File: src/rtl/lenet_pkg.sv
// Shared definitions for the LeNet accelerator host-side logic:
// the SRAM A loader FSM states and the default image/SRAM geometry.
package lenet_pkg;

    typedef enum logic [2:0] {
        IDLE,
        LOAD,
        FLUSH,
        START,
        WAIT
    } loader_state_t;

    localparam int IMG_W_DEF     = 28;
    localparam int IMG_H_DEF     = 28;
    localparam int SRAM_A_BANKS  = 9;
    localparam int SRAM_A_ADDR_W = 10;

    // Words per bank row: each bank word covers 4 pixels and the 3 column banks interleave.
    function automatic int words_per_row(input int img_w);
        return (img_w + 11) / 12;
    endfunction

endpackage

File: src/rtl/sram_a_addr_gen.sv
// Pixel position tracker for the SRAM A loader: turns a row-major beat sequence
// into bank / word address / byte lane using incremental mod-3 counters only.
module sram_a_addr_gen
    import lenet_pkg::*;
#(
    parameter int IMG_W  = IMG_W_DEF,
    parameter int IMG_H  = IMG_H_DEF,
    parameter int ADDR_W = SRAM_A_ADDR_W
) (
    input  logic              clk,
    input  logic              srst,
    input  logic              clear,
    input  logic              advance,
    output logic [3:0]        bank,
    output logic [ADDR_W-1:0] addr,
    output logic [1:0]        lane,
    output logic              last_pix
);

    localparam int XW  = $clog2(IMG_W);
    localparam int YW  = $clog2(IMG_H > 1 ? IMG_H : 2);
    localparam int WPR = words_per_row(IMG_W);

    logic [XW-1:0]     x;
    logic [YW-1:0]     y;
    logic [1:0]        wc_mod3;
    logic [ADDR_W-1:0] wc_div3;
    logic [1:0]        y_mod3;
    logic [ADDR_W-1:0] row_base;
    logic              x_last;
    logic              y_last;

    assign x_last = (x == XW'(IMG_W - 1));
    assign y_last = (y == YW'(IMG_H - 1));

    always_ff @(posedge clk) begin
        if (srst || clear) begin
            x        <= '0;
            y        <= '0;
            wc_mod3  <= '0;
            wc_div3  <= '0;
            y_mod3   <= '0;
            row_base <= '0;
        end else if (advance) begin
            if (x_last) begin
                x       <= '0;
                wc_mod3 <= '0;
                wc_div3 <= '0;
                if (y_last) begin
                    y        <= '0;
                    y_mod3   <= '0;
                    row_base <= '0;
                end else begin
                    y <= y + YW'(1);
                    // Every third row starts a new band of words in each bank.
                    if (y_mod3 == 2'd2) begin
                        y_mod3   <= '0;
                        row_base <= row_base + ADDR_W'(WPR);
                    end else begin
                        y_mod3 <= y_mod3 + 2'd1;
                    end
                end
            end else begin
                x <= x + XW'(1);
                if (x[1:0] == 2'd3) begin
                    if (wc_mod3 == 2'd2) begin
                        wc_mod3 <= '0;
                        wc_div3 <= wc_div3 + ADDR_W'(1);
                    end else begin
                        wc_mod3 <= wc_mod3 + 2'd1;
                    end
                end
            end
        end
    end

    assign bank     = ({2'b00, y_mod3} << 1) + {2'b00, y_mod3} + {2'b00, wc_mod3};
    assign addr     = row_base + wc_div3;
    assign lane     = x[1:0];
    assign last_pix = x_last && y_last;

endmodule

File: src/rtl/sram_a_loader.sv
// Host-side SRAM A image writer: scatters a row-major pixel-pair stream into the
// 3x3-interleaved banks, then kicks the accelerator and waits for fc2_done.
module sram_a_loader
    import lenet_pkg::*;
#(
    parameter int IMG_W  = IMG_W_DEF,
    parameter int IMG_H  = IMG_H_DEF,
    parameter int ADDR_W = SRAM_A_ADDR_W,
    parameter int BANKS  = SRAM_A_BANKS
) (
    input  logic              clk,
    input  logic              srst,
    input  logic              load_req,
    input  logic              pix_valid,
    input  logic [15:0]       pix_data,
    output logic              pix_ready,
    output logic [BANKS-1:0]  sram_write_enable_a,
    output logic [3:0]        sram_bytemask_a,
    output logic [ADDR_W-1:0] sram_waddr_a,
    output logic [7:0]        sram_wdata_a,
    output logic [7:0]        sram_wdata_a_1,
    output logic              conv_start,
    input  logic              fc2_done,
    output logic              busy,
    output logic              done
);

    loader_state_t     state;
    logic              accept;
    logic              start_load;
    logic [3:0]        cur_bank;
    logic [ADDR_W-1:0] cur_addr;
    logic [1:0]        cur_lane;
    logic              last_pix;

    // pix_ready is registered and high only in LOAD, so it doubles as the state qualifier.
    assign accept     = pix_valid && pix_ready;
    assign start_load = (state == IDLE) && load_req;

    sram_a_addr_gen #(
        .IMG_W  (IMG_W),
        .IMG_H  (IMG_H),
        .ADDR_W (ADDR_W)
    ) u_addr_gen (
        .clk      (clk),
        .srst     (srst),
        .clear    (start_load),
        .advance  (accept),
        .bank     (cur_bank),
        .addr     (cur_addr),
        .lane     (cur_lane),
        .last_pix (last_pix)
    );

    always_ff @(posedge clk) begin
        if (srst) begin
            state               <= IDLE;
            pix_ready           <= 1'b0;
            sram_write_enable_a <= '1;
            sram_bytemask_a     <= '1;
            sram_waddr_a        <= '0;
            sram_wdata_a        <= '0;
            sram_wdata_a_1      <= '0;
            conv_start          <= 1'b0;
            busy                <= 1'b0;
            done                <= 1'b0;
        end else begin
            // NOTE: strobes default to inactive here and are overridden below; with
            // non-blocking assignments the last assignment in the block wins.
            sram_write_enable_a <= '1;
            sram_bytemask_a     <= '1;
            conv_start          <= 1'b0;
            done                <= 1'b0;

            if (accept) begin
                sram_write_enable_a <= ~(BANKS'(1) << cur_bank);
                sram_bytemask_a     <= ~(4'b0001 << cur_lane);
                sram_waddr_a        <= cur_addr;
                sram_wdata_a        <= pix_data[7:0];
                sram_wdata_a_1      <= pix_data[15:8];
            end

            case (state)
                IDLE: begin
                    if (load_req) begin
                        state     <= LOAD;
                        pix_ready <= 1'b1;
                        busy      <= 1'b1;
                    end
                end
                LOAD: begin
                    if (accept && last_pix) begin
                        state     <= FLUSH;
                        pix_ready <= 1'b0;
                    end
                end
                FLUSH: begin
                    state      <= START;
                    conv_start <= 1'b1;
                end
                START: state <= WAIT;
                WAIT: begin
                    if (fc2_done) begin
                        state <= IDLE;
                        done  <= 1'b1;
                        busy  <= 1'b0;
                    end
                end
                default: state <= IDLE;
            endcase
        end
    end

endmodule
File: config.mk
export PLATFORM = sky130hd
export DESIGN_NAME = sram_a_loader
export DESIGN_NICKNAME = d
export VERILOG_FILES = /design/src/rtl/lenet_pkg.sv /design/src/rtl/sram_a_addr_gen.sv /design/src/rtl/sram_a_loader.sv
export SDC_FILE = /design/constraint.sdc
export NUM_CORES = 1
export LEC_CHECK = 0
export CORE_ASPECT_RATIO = 1.5
export CORE_MARGIN = 1
export CORE_UTILIZATION = 50
export CTS_BUF_LIST = sky130_fd_sc_hd__clkbuf_8
export DETAILED_ROUTE_END_ITERATION = 10
export PLACE_DENSITY_LB_ADDON = 0.3
export SKIP_LAST_GASP = 1
export SLEW_MARGIN = 10
export SYNTH_ARGS = -nofsm -noshare
export SYNTH_HDL_FRONTEND = slang
export SYNTH_HIERARCHICAL = 1
export SYNTH_SLANG_ARGS = --single-unit
File: constraint.sdc
create_clock -name clk -period 2.75 [get_ports clk]
set_input_delay 0.4125 -clock clk [delete_from_list [all_inputs] [get_ports clk]]
set_output_delay 0.4125 -clock clk [all_outputs]
set_load 0.01 [all_outputs]
==> metrics.log, run 1 <==
[metrics] run status: finished, final reports clean
[metrics] endpoints failing setup: 0
[metrics] global-route wire length before repair: 12900 um
[metrics] switch share: 21.8%
[metrics] total power consumption of the routed design: 2.18 mW
[metrics] DR vias/cell: 5.41
[metrics] Post-Synthesis Mean Instance Area: 8.76 um^2
[metrics] vertical die dimension: 107 um
[metrics] cell count after placement: 571
[metrics] total area of multi-input combinational cells: 1940 um^2
[metrics] Max rail drop VDD: 0.000227 V
[metrics] via count of the first global-routing pass: 3102
[metrics] footprint of the flip-flops and latches: 1600 um^2
[metrics] top flip-flop cell by instance count after synthesis: dfxtp_1
[metrics] CTS max path bufs: 2
[metrics] commonest non-fill, non-tap cell in the layout: dfxtp_1
[metrics] Critical Path Max Stage Delay: 460 ps
[metrics] final antenna-violating net count: 0
[metrics] vias after detailed routing: 3177
[metrics] number of max-cap violations: 0
[metrics] final critical-path required period: 2300 ps
[metrics] proportion of power drawn by the clock network: 39.9%
[metrics] Filler Cells Inserted: 610
[metrics] boundary pin count: 64
[metrics] commonest non-fill, non-tap cells in the layout: dfxtp_1, nand2_1, clkdlybuf4s50_1, a21oi_1, nor2_1
[metrics] Area contributors post-synth: dfxtp_1, nand2_1, a21oi_1, ha_1, nor2_1
[metrics] maximum number of pins on one net before global-route repair: 33
[metrics] placed cell area: 4390 um^2
[metrics] FP Rows: 38
[metrics] buffers inserted during post-CTS setup optimization: 0
[metrics] quantity of I/O buffers inserted on ports: 63
[metrics] CTS Buf Count: 9
[metrics] kind of end point of the critical path: register
[metrics] number of nets at the end of the flow: 521
[metrics] number of hold violations in the final report: 0
[metrics] number of flops mapped to enable cells by yosys: 0
[metrics] count of warnings emitted by yosys: 6
[metrics] achievable clock frequency: 435 MHz
[metrics] cells along the critical path: fa_1 -> ha_1 -> fa_1 -> nor3b_1 -> and3_1 -> nand3_1
[metrics] PnR worst setup slack: 452 ps
[metrics] clock tree sinks: 80
[metrics] async set-or-reset flop fraction in the synthesized netlist: 0%
[metrics] Post-Route WL: 7680 um
[metrics] clock root buffer master: clkbuf_8
[metrics] DRC: 0
[metrics] maximum fanout along the worst path: 6
[metrics] CTS H-tree depth: 3
[metrics] cell leakage power: 1.68 nW
[metrics] post-DP HPWL: 5660 um
[metrics] Core Box Area: 7180 um^2
[metrics] maximum clock skew at final layout: 6.52 ps
[metrics] share of final-layout standard cells stronger than drive strength 1: 7.19%
[metrics] number of antenna violations at the first check in global routing: 0
[metrics] GRT Util Overall: 21.1%
[metrics] final core area utilization: 64.0%
[metrics] Net Sw Power: 0.477 mW
[metrics] weighted congestion reported at the end of routability-driven placement: 0.843
[metrics] post-cts gate resize count: 0
[metrics] Int Power: 1.71 mW
[metrics] clock transition at the register clock pins on the worst setup and hold paths after CTS: 80 ps
[metrics] die area: 7720 um^2
[metrics] starting density of the core: 51.3%
[metrics] sum of negative setup slack: 0 ps
[metrics] Yosys top cell area share: 43.5%
[metrics] critical path data required time: 2980 ps
[metrics] number of buffers added to fix hold violations after cts: 0
[metrics] final global-route overflow total: 0
[metrics] sequential fraction of design power: 54.2%
[metrics] Cell variety after synth: 54
[metrics] worst setup slack after placement: 438 ps
[metrics] synthesized net count: 459
[metrics] flops & latches, synth: 80
[metrics] Synth area leader: dfxtp_1
[metrics] instance count of the mapped netlist: 420
[metrics] Initial DRT Pass Iterations: 4
[metrics] kind of path behind the tightest hold check: register to register
[metrics] Arrival @ worst endpoint: 2520 ps
[metrics] mapped cell area: 3680 um^2
[metrics] sequential share of the synthesized area: 43.5%
[metrics] number of diodes: 0
[metrics] number of slew-limit violations in the final report: 0
[metrics] unrepaired setup endpoints after global routing: false
[metrics] kind of start point of the critical path: register
[metrics] clock latency of the later-clocked register in the worst-skew pair: 350 ps
[metrics] CTS tree: yes
[metrics] Layout Cell Area excl Fill: 4590 um^2
[metrics] cell occurring most often along the worst timing path: fa_1
[metrics] area growth from synthesis to final layout: 24.8%
[metrics] Critical Setup Path Class: register to register
[metrics] Die Width: 72.1 um
[metrics] Pwr per Cell Area: 475 nW/um^2
[metrics] starting DRC count in detailed routing: 110
[metrics] combinational share of power: 6.0%
[metrics] Period Utilization, post-route: 83.6%
[metrics] post-route non-filler standard cell count: 587
[metrics] standard cell with the maximum stage delay on the critical path: dfxtp_1
[metrics] Worst Hold Margin: 454 ps
[metrics] Slew HR: 65.4%
[metrics] Wirelength per Cell: 13.1 um
[metrics] measured slew at the worst slew-check pin: 518 ps
-- worst paths after layout --
kind	startpoint	end	slack (ps)	cells after the start
min reg2reg	sram_wdata_a_1[2]	sram_wdata_a_1[2]	450	2
max reg2reg	u_addr_gen/y_mod3[1]	sram_write_enable_a[7]	450	6
min	sram_wdata_a_1[2]	sram_wdata_a_1[2]	450	2
max	u_addr_gen/y_mod3[1]	sram_write_enable_a[7]	450	6
-- flip-flops by register name (all words and copies together), names as in the netlist, 2 cells and up --
register / count
u_addr_gen/wc_div3: 10
u_addr_gen/x: 5
state: 3
sram_waddr_a: 10
u_addr_gen/row_base: 10
sram_wdata_a_1: 8
sram_wdata_a: 8
sram_write_enable_a: 9
u_addr_gen/wc_mod3: 2
u_addr_gen/y_mod3: 2
u_addr_gen/y: 5
sram_bytemask_a: 4
-- synthesized netlist by cell type (all sizes together), types with 4 or more instances --
cell type  count
o211ai         6
nand3b         7
nand2         77
and2           4
inv           10
clkbuf         4
dfxtp         80
ha            15
o31ai          6
or4            7
o21ai          8
nor3          10
or3           10
nand3         13
nor2          27
nand4          4
xor2          11
xnor2          6
and3           4
nor2b          5
a21oi         49
buf           15
-- routing by layer --
layer  wire length [um]  vias to the layer above  part of all wire, %  GRT usage [%]
met5                  0                        -                    0              0
met4                107                        0                  1.4           10.1
met3                336                       11                  4.4           5.92
met2               4110                       79                   54           38.8
met1               3130                     1491                   41           21.5
li1                   -                     1596                    -              -
-- worst max-delay path: cells and delay by family (launching register included) --
family        cells  cell delay, ps
flops             1             460
simple gates      3             630
fa+ha+maj         3            1090
-- area by class of cell --
type | instances | area share (%)
inverters | 10 | 0.817
repair buffers | 70 | 14.9
clock inverters | 5 | 1.20
clock buffers | 11 | 3.30
flip-flops and latches | 80 | 34.9
multi-input cells | 311 | 42.2
well taps | 100 | 2.72
-- logic make-up after synthesis --
family,Yosys count,synth area share [%]
muxes,3,0.816
DFF,80,43.5
adders and majority gates,18,6.73
xor gates and xnor gates,17,4.04
AOI/OAI and AO/OA,88,15.5
buffers and inverters,29,3.81
and+or+nand+nor,185,25.6
-- power by group through the flow --
stage          Sequential [mW]  Combinational (mW)  Clock, mW
2_1_floorplan             1.21              0.0562          0
3_3_place_gp              1.21               0.129          0
3_5_place_dp              1.21               0.131          0
4_1_cts                   1.18               0.132      0.895
5_1_grt                   1.18               0.143      0.942
6_report                  1.18               0.130      0.870
(Power assumes the default switching activity.)
==> run 2, diff against run 1 <==
--- a/config.mk
+++ b/config.mk
@@ -7,7 +7,7 @@
 export LEC_CHECK = 0
 export CORE_ASPECT_RATIO = 1.5
 export CORE_MARGIN = 1
-export CORE_UTILIZATION = 50
+export CORE_UTILIZATION = 49
 export CTS_BUF_LIST = sky130_fd_sc_hd__clkbuf_8
 export DETAILED_ROUTE_END_ITERATION = 10
 export PLACE_DENSITY_LB_ADDON = 0.3
==> constraint.sdc (replaced) <==
create_clock -name clk -period 1.8 [get_ports clk]
set_input_delay 0.27 -clock clk [delete_from_list [all_inputs] [get_ports clk]]
set_output_delay 0.27 -clock clk [all_outputs]
set_load 0.01 [all_outputs]
==> run 2 against run 1 <==
The flow now finishes with violations (setup timing). Critical path type unchanged. Largest cell class unchanged. Clock power rose by 49%. Routed wire length rose by 19%. Utilization rose by 7.9 points. Cell count rose by 9.2%.
==> metrics.log, run 2 (synthesized netlist as in run 1, its figures left out) <==
[metrics] Critical Path Max Stage Delay: 470 ps
[metrics] FP Rows: 38
[metrics] number of hold violations in the final report: 0
[metrics] CTS tree: yes
[metrics] Period Utilization, post-route: 112%
[metrics] area growth from synthesis to final layout: 42.0%
[metrics] CTS Buf Count: 9
[metrics] buffers and inverters on the worst path: 0
[metrics] global-route wire length before repair: 14800 um
[metrics] Regs by FF count: sram_waddr_a (10), u_addr_gen/row_base (10), u_addr_gen/wc_div3 (10)
[metrics] kind of end point of the critical path: register
[metrics] via count of the first global-routing pass: 3497
[metrics] Worst Hold Margin: 455 ps
[metrics] starting DRC count in detailed routing: 179
[metrics] commonest non-fill, non-tap cell in the layout: nand2_1
[metrics] number of antenna violations at the first check in global routing: 0
[metrics] Die Width: 72.8 um
[metrics] achievable clock frequency: 495 MHz
[metrics] DR vias/cell: 5.37
[metrics] quantity of I/O buffers inserted on ports: 63
[metrics] post-DP HPWL: 6490 um
[metrics] DRC: 0
[metrics] final global-route overflow total: 0
[metrics] Filler Cells Inserted: 539
[metrics] crit-path leading delay family: adder cells
[metrics] Max rail drop VDD: 0.000458 V
[metrics] run status: finished, violations left
[metrics] Pwr per Cell Area: 637 nW/um^2
[metrics] measured slew at the worst slew-check pin: 439 ps
[metrics] final critical-path required period: 2020 ps
[metrics] critical path data required time: 2040 ps
[metrics] weighted congestion reported at the end of routability-driven placement: 0.841
[metrics] Core Box Area: 7270 um^2
[metrics] clock tree sinks: 80
[metrics] commonest non-fill, non-tap cells in the layout: nand2_1, dfxtp_1, clkdlybuf4s50_1, buf_4, a21oi_1
[metrics] vias after detailed routing: 3440
[metrics] Slew HR: 70.5%
[metrics] unrepaired setup endpoints after global routing: true
[metrics] final core area utilization: 71.8%
[metrics] number of diodes: 0
[metrics] clock root buffer master: clkbuf_8
[metrics] number of nets at the end of the flow: 575
[metrics] PnR worst setup slack: -219 ps
[metrics] Arrival @ worst endpoint: 2260 ps
[metrics] Post-Route WL: 9140 um
[metrics] clock transition at the register clock pins on the worst setup and hold paths after CTS: 80 ps
[metrics] cell leakage power: 1.97 nW
[metrics] die area: 7870 um^2
[metrics] maximum clock skew at final layout: 12.2 ps
[metrics] maximum number of pins on one net before global-route repair: 31
[metrics] share of final-layout standard cells stronger than drive strength 1: 24.4%
[metrics] clock latency of the later-clocked register in the worst-skew pair: 350 ps
[metrics] number of slew-limit violations in the final report: 0
[metrics] vertical die dimension: 108 um
[metrics] final antenna-violating net count: 0
[metrics] Critical Setup Path Class: register to register
[metrics] standard cell with the maximum stage delay on the critical path: fa_1
[metrics] post-route non-filler standard cell count: 641
[metrics] kind of start point of the critical path: register
[metrics] starting density of the core: 50.6%
[metrics] number of buffers added to fix hold violations after cts: 0
[metrics] sum of negative setup slack: -1720 ps
[metrics] cells along the critical path: fa_1 -> ha_2 -> fa_2 -> nor3b_2 -> and3b_2 -> nand2_1
[metrics] violated checks: setup timing
[metrics] footprint of the flip-flops and latches: 1630 um^2
[metrics] cell count after placement: 618
[metrics] CTS H-tree depth: 3
[metrics] CTS max path bufs: 2
[metrics] Wirelength per Cell: 14.3 um
[metrics] boundary pin count: 64
[metrics] GRT Util Overall: 24.1%
[metrics] endpoints failing setup: 15
[metrics] kind of path behind the tightest hold check: input port to register
[metrics] worst setup slack after placement: -197 ps
[metrics] maximum fanout along the worst path: 4
[metrics] Initial DRT Pass Iterations: 4
[metrics] total area of multi-input combinational cells: 2130 um^2
[metrics] number of max-cap violations: 0
## run 2: cell count changes in the layout (fill, tap and decap cells not counted), sizes merged
| cell | before | now |
|---|---|---|
| clkinv | 2 | 4 |
| inv | 10 | 11 |
| clkinvlp | 2 | 1 |
| buf | 7 | 61 |
| clkbuf | 11 | 9 |
## run 2: path summary, 6_finish.rpt
kind / from / to / slack, ps / cells after the start
setup / recovery: u_addr_gen/wc_mod3[1] / sram_write_enable_a[2] / -220 / 6
hold / removal: pix_data[8] / sram_wdata_a_1[0] / 460 / 3
setup reg to reg: u_addr_gen/wc_mod3[1] / sram_write_enable_a[2] / -220 / 6
hold reg to reg: sram_wdata_a_1[6] / sram_wdata_a_1[6] / 460 / 2
## run 2: what timing repair did
action,in CTS,in global routing
setup buffers,7,3
resized for setup,14,28
pin swaps,9,11
setup endpoints to repair,14,28
## run 2: worst min-delay path: cells and delay by family
kind | cells | cell delay, ps
simple gates | 1 | 50
compound gates | 1 | 50
buf+inv | 1 | 390
## run 2: layout make-up
class                           instances  area share (%)
Multi-Input combinational cell        311            40.8
Sequential cell                        80            31.2
Timing Repair Buffer                  124            21.2
Tap cell                              100            2.39
Clock buffer                            9            2.37
Clock inverter                          7            1.34
Inverter                               10           0.718
## run 2: layer usage
metal  up-vias  wire [um]  global-route usage, %
li1       1705          -                      -
met1      1636       3630                   25.2
met2        81       4960                   44.5
met3        18        351                   5.59
met4         0        200                   11.1
met5         -          0                      0
## run 2: power by group
group	total, mW	internal, mW	switching [mW]	leakage (nW)
logic	0.226	0.122	0.103	1.22
clock network	1.30	0.640	0.663	0.0994
registers	1.80	1.78	0.0156	0.655
total	3.33	2.55	0.782	1.97
## run 2: through the flow
step / instance area (um^2) / power, mW
final: 5230 / 3.33
after global routing: 5230 / 3.45
after CTS: 5100 / 3.35
after detailed placement: 4810 / 2.07
after global placement: 4810 / 2.07
after floorplan: 3740 / 1.94
==> run 3, diff against run 2 <==
--- a/config.mk
+++ b/config.mk
@@ -5,6 +5,7 @@
 export SDC_FILE = /design/constraint.sdc
 export NUM_CORES = 1
 export LEC_CHECK = 0
+export ABC_CLOCK_PERIOD_IN_PS = 1800
 export CORE_ASPECT_RATIO = 1.5
 export CORE_MARGIN = 1
 export CORE_UTILIZATION = 49
==> results of run 3 <==
The final DEF is identical to that of run 2; final timing and power are the same.
